--- src/rtl/serial_to_parallel.sv ---
// Serial-to-parallel receiver: MSB-first bits framed by din_valid become WIDTH-bit words, 1 clock after the last bit; no backpressure.
// Defining PARITY_CHECK_EN appends an even-parity bit to each frame and adds the parity_err strobe.
module serial_to_parallel #(
  parameter int WIDTH = 8,
  parameter int CNT_W = 6
) (
  input  logic             clk,
  input  logic             rstn,
  input  logic             din_serial,
  input  logic             din_valid,
  output logic [WIDTH-1:0] dout_parallel,
  output logic             dout_valid,
  output logic             frame_err,
`ifdef PARITY_CHECK_EN
  output logic             parity_err,
`endif
  output logic             busy
);

`ifdef PARITY_CHECK_EN
  localparam int FRAME_BITS = WIDTH + 1;
`else
  localparam int FRAME_BITS = WIDTH;
`endif
  localparam logic [CNT_W-1:0] LAST_CNT = CNT_W'(FRAME_BITS - 1);

  typedef enum logic {S_IDLE, S_SHIFT} state_t;

  state_t             r_state;
  logic [CNT_W-1:0]   r_cnt;
  logic [WIDTH-1:0]   r_shift;

  logic [WIDTH-1:0]   w_shift_nxt;
  logic               w_last_bit;

  // Top bit of the concatenation falls off: only the newest WIDTH bits matter.
  assign w_shift_nxt = WIDTH'({r_shift, din_serial});
  assign w_last_bit  = (r_cnt == LAST_CNT);

  always_ff @(posedge clk) begin
    if (!rstn) begin
      r_state       <= S_IDLE;
      r_cnt         <= '0;
      r_shift       <= '0;
      dout_parallel <= '0;
      dout_valid    <= 1'b0;
      frame_err     <= 1'b0;
      busy          <= 1'b0;
`ifdef PARITY_CHECK_EN
      parity_err    <= 1'b0;
`endif
    end else begin
      dout_valid <= 1'b0;
      frame_err  <= 1'b0;
`ifdef PARITY_CHECK_EN
      parity_err <= 1'b0;
`endif
      case (r_state)
        S_IDLE: begin
          if (din_valid) begin
            r_shift <= w_shift_nxt;
            r_cnt   <= CNT_W'(1);
            busy    <= 1'b1;
            r_state <= S_SHIFT;
          end
        end
        S_SHIFT: begin
          if (!din_valid) begin
            frame_err <= 1'b1;
            r_cnt     <= '0;
            busy      <= 1'b0;
            r_state   <= S_IDLE;
          end else if (w_last_bit) begin
`ifdef PARITY_CHECK_EN
            // Data already sits in r_shift; the incoming bit is the parity bit.
            if (^{r_shift, din_serial} == 1'b0) begin
              dout_parallel <= r_shift;
              dout_valid    <= 1'b1;
            end else begin
              parity_err    <= 1'b1;
            end
`else
            dout_parallel <= w_shift_nxt;
            dout_valid    <= 1'b1;
`endif
            r_cnt   <= '0;
            busy    <= 1'b0;
            r_state <= S_IDLE;
          end else begin
            r_shift <= w_shift_nxt;
            r_cnt   <= r_cnt + CNT_W'(1);
          end
        end
        default: begin
          r_cnt   <= '0;
          busy    <= 1'b0;
          r_state <= S_IDLE;
        end
      endcase
    end
  end

endmodule

--- config.mk ---
export PLATFORM = sky130hd
export DESIGN_NAME = serial_to_parallel
export DESIGN_NICKNAME = d
export VERILOG_FILES = /design/src/rtl/serial_to_parallel.sv
export SDC_FILE = /design/constraint.sdc
export NUM_CORES = 1
export LEC_CHECK = 0
export CORE_MARGIN = 4
export CORE_UTILIZATION = 55
export DETAILED_ROUTE_END_ITERATION = 8
export PLACE_DENSITY = 0.88
export SETUP_SLACK_MARGIN = 0.02
export SYNTH_ARGS = -nofsm -noshare
export SYNTH_HDL_FRONTEND = slang
export SYNTH_SLANG_ARGS = --single-unit
--- constraint.sdc ---
create_clock -name clk -period 2.5 [get_ports clk]
set_input_delay 0.5 -clock clk [delete_from_list [all_inputs] [get_ports clk]]
set_output_delay 0.5 -clock clk [all_outputs]
set_load 0.05 [all_outputs]
Word level (Yosys, flattened, before mapping). Cells that the tools add are included.

Input port bits: 4. Register bits: 25. Word-level logic and storage cells: 37. Bits in writable memories: 0. Memory bits (read-only): 0. Memories: 0. Bits in latches: 0.

Div/mod/pow operators: 0. Multiplexer cells: 18. Magnitude comparators: 0. Reduce and logical (&&, ||, !) cells: 5. Shifts and indexed selects: 0. Bitwise gates (word level): 1. Multiply operators: 0. Equality and inequality tests: 5. Add/sub/neg operators: 1.

Operators with widths (number): 7-bit 2-to-1 mux (3); 6-bit 2-to-1 mux (3); 7-bit case mux with 2 select lines (1); 6-bit case mux with 2 select lines (1); 3-bit AND reduction (3); 1-bit 2-to-1 mux (8); 6-bit by 1-bit adder with 6-bit output, second input constant (1); 6-bit by 3-bit == test with 1-bit output, second input constant (1); 2-bit != test, second input constant (3); 1-bit case mux with 2 select lines (2); 2-bit AND reduction (2); 3-bit by 2-bit != test with 1-bit output, second input constant (1); 1-bit inverter (1).

Logic depth before layout (Yosys ltp).
Depth in word-level cells: 4. Depth in mapped cells: 5.

Least setup slack after synthesis. Ideal clock, no wire load.

Kind: register to register. Start: reg r_cnt[0]. End: reg dout_parallel[0]. Clock period less this slack: 1499 ps. Slack: 1001 ps. Data arrival time: 1427 ps. Cell stages (with the launch flop): 6. Cell sequence: dfxtp_1 ha_1 nand4bb_1 buf_6 nor3_4 mux2i_1.

Cells in the longest elaborated chain, start to end: 2.

Ends and longest elaborated chain: from (decl) (RTL line 30) `logic [CNT_W-1:0] r_cnt;`; from (signal assigned) (RTL line 91) `r_cnt <= r_cnt + CNT_W'(1);`; 6-bit by 3-bit == test with 1-bit output (RTL line 38) `assign w_last_bit = (r_cnt == LAST_CNT);`; 3-bit AND reduction (no source line); to (signal assigned) (RTL line 83) `dout_parallel <= w_shift_nxt;`; to (decl) (RTL line 11) `output logic [WIDTH-1:0] dout_parallel,`.

Every way passes these cells. A chain may end at the register's enable or synchronous reset.

Worst setup path after layout.
Start: reg busy. End: out busy.

RTL lines: from (decl) (RTL line 17) `output logic busy`; from (signal assigned) (RTL line 48) `busy <= 1'b0;`; from (signal assigned) (RTL line 63) `busy <= 1'b1;`; from (signal assigned) (RTL line 71) `busy <= 1'b0;`.

No word-level cell between the ends.

==> results.toml <==
[outcome]
outcome = "finished clean"

[routing]
wl_met3_um = 117
routedWlPerCell_um = 13.5
vias = 759
finalWirelength_um = 1900
wl_met2_um = 858
top_layer_used = "met4"
drtIter0Drc = 10
drc = 0
met1_length_um = 870
drtPass1Iterations = 4
vias_per_cell = 5.38
ant_nets = 0

[synthesis]
synth.avg_cell_area_um2 = 10.0
synth_enable_flop_cells = 0
ys_warn_count = 0
synth_nets = 108
synthArstFlopShare_pct = 0
yosys.area.top_type = "dfxtp_1"
synthTopCellsByArea = "dfxtp_1, mux2i_1, nand2_1, o211ai_1, nand3_1"
ys_ff_latch = 25
synth_cells = 103
yosysUniqueCellTypes = 32
syn_area_um2 = 1030
synth_top_cell_area_share_pct = 48.6
synth-seq-area-share_pct = 48.6
synthFlopType = "dfxtp_1"

[critical_path]
cpPeakStageDelay_ns = 0.81
crit_required_ns = 2.00
worst-endpoint-arrival_ns = 1.51
rrSetupSlack_ns = 0.54
crit_end = "busy"
rr_startpoint = "r_cnt[0]"
cp-start-kind = "flop"
path_cells = "clkdlybuf4s50_1"
worst-path-buf-inv = 1
endpoint_kind = "output port"
path_depth = 1
reg2regPathDepth = 4
critical_path_class = "flop to output port"
cp_max_fo = 3
slowest_stage = "clkdlybuf4s50_1"
r2r_end = "dout_parallel[7]"
crit_family = "buffers and inverters"
setup.worst_path.start = "busy"

[grt]
grt_pass1_wl_um = 3370
grt_antenna_before_repair = 0
grt_pass1_vias = 748
grt_max_degree = 19
grtUsageTotal_pct = 17.1
grt_overflow_total = 0

[timing]
setup_violations = 0
finClkSkew_ns = 0.00176
setup_ws_ns = 0.490
rsz0062_at_grt = "false"
period_share_pct = 80.4
tightest_slew_ns = 0.538
finalMaxSlewViolations = 0
fmax_mhz = 497
timing.setup.tns_ns = 0
slew_headroom_pct = 64.0
min_period_ns = 2.01
final_hold_viol_count = 0

[job]
cap_violations = 0

[final_layout]
mostFrequentLayoutCells = "dfxtp_1, nand2_1, mux2i_1"
fillCellCount = 148
final_common_cell = "dfxtp_1"
multi_input_area_um2 = 477
area.sequential_um2 = 500
area_growth_pct = 16.0
final_nets = 122
final_cell_area_um2 = 1190
drive_above_1_share_pct = 8.62
n_antenna_cell = 0

[die]
num_rows = 15
core_um2 = 1750
die_w_um = 51.3
start_util_pct = 59.0
die-area_um2 = 2630
fp.dieH_um = 51.3
io_pins = 15

[power_and_ir_drop]
ir_drop_v = 0.000363
p_per_area_nw_per_um2 = 533
p_leak_nw = 0.412

[clocking]
cts.path.max_buffers = 2
worstSkewPairLatency_ns = 0.32
cts_made_buffers = 3
ctsResizeCount = 0
cts.sinks = 25
cts-hold-fix-buffers = 0
cts.clk_slew.worst_paths_ns = 0.13
h-tree-depth = 1
cts_setup_buffers = 0
clockRootBuffer = "clkbuf_4"
cts_tree = "built"

[place]
post-place-ws_ns = 0.559
placed_cell_area_um2 = 1170
place_congestion = 0.851
hpwl_um = 1320
portBuffers = 14

[hold_path]
hp-class = "flop to flop"
## flip-flops by register name (all words and copies together), names as in the netlist
| signal | flops |
|---|---|
| busy | 1 |
| dout_parallel | 8 |
| frame_err | 1 |
| r_state | 1 |
| dout_valid | 1 |
| r_shift | 7 |
| r_cnt | 6 |
## Yosys cell counts (2+ instances only)
library cell and count:
nand3_1 4, nor2_1 5, a21oi_1 2, dfxtp_1 25, o211ai_1 3, a31oi_1 2
nand2_1 21, buf_2 3, mux2i_1 15
## worst min-delay path by stage
stage,start,end,slack [ns],depth (start not counted)
6_report,dout_parallel[3],dout_parallel[3],0.47,2
5_1_grt,dout_parallel[2],dout_parallel[2],0.49,2
4_1_cts,dout_parallel[3],dout_parallel[3],0.47,2
3_5_place_dp,dout_parallel[2],dout_parallel[2],0.44,2
3_3_place_gp,dout_parallel[7],dout_parallel[7],0.44,2
2_1_floorplan,r_shift[6],dout_parallel[7],0.45,2
## report_power, final
part	switching [W]	leakage, nW	internal [W]	total, W
Sequential	0.00000587	0.203	0.000405	0.000411
Clock	0.000121	0.0177	0.0000601	0.000181
Combinational	0.0000276	0.191	0.0000180	0.0000455
## cells by family after synthesis
family	synth area share (%)
flip-flops	48.6
AO/OA/AOI/OAI	9.48
AND/OR/NAND/NOR	20.2
XOR/XNOR	0.851
buffers and inverters	5.10
adder cells (fa/ha/maj)	1.21
multiplexers	14.6
## metal layers
metal / up-vias / global-route usage (%)
met5: - / 0
met4: 0 / 10.0
met3: 5 / 4.37
met2: 24 / 27.5
met1: 343 / 20.6
li1: 387 / -
## per-stage QoR
| stage | hold slack (ns) | util [%] | total power (W) | instances |
|---|---|---|---|---|
| global placement | 0.443 | 66.9 | 0.000463 | 137 |
| finish | 0.470 | 68.5 | 0.000637 | 141 |
| floorplan | 0.446 | - | 0.000450 | 103 |
| CTS | 0.471 | 68.5 | 0.000645 | 141 |
| detailed placement | 0.445 | 66.9 | 0.000465 | 137 |
| global route | 0.490 | 68.5 | 0.000661 | 141 |
## final cells by class
| type | instances | area share, % |
|---|---|---|
| Multi-Input combinational cell | 70 | 39.9 |
| Timing Repair Buffer | 16 | 13.0 |
| Inverter | 1 | 0.314 |
| Tap cell | 25 | 2.62 |
| Sequential cell | 25 | 41.9 |
| Clock inverter | 1 | 0.419 |
| Clock buffer | 3 | 1.88 |
Note: power is estimated with default switching activity, not from simulation.
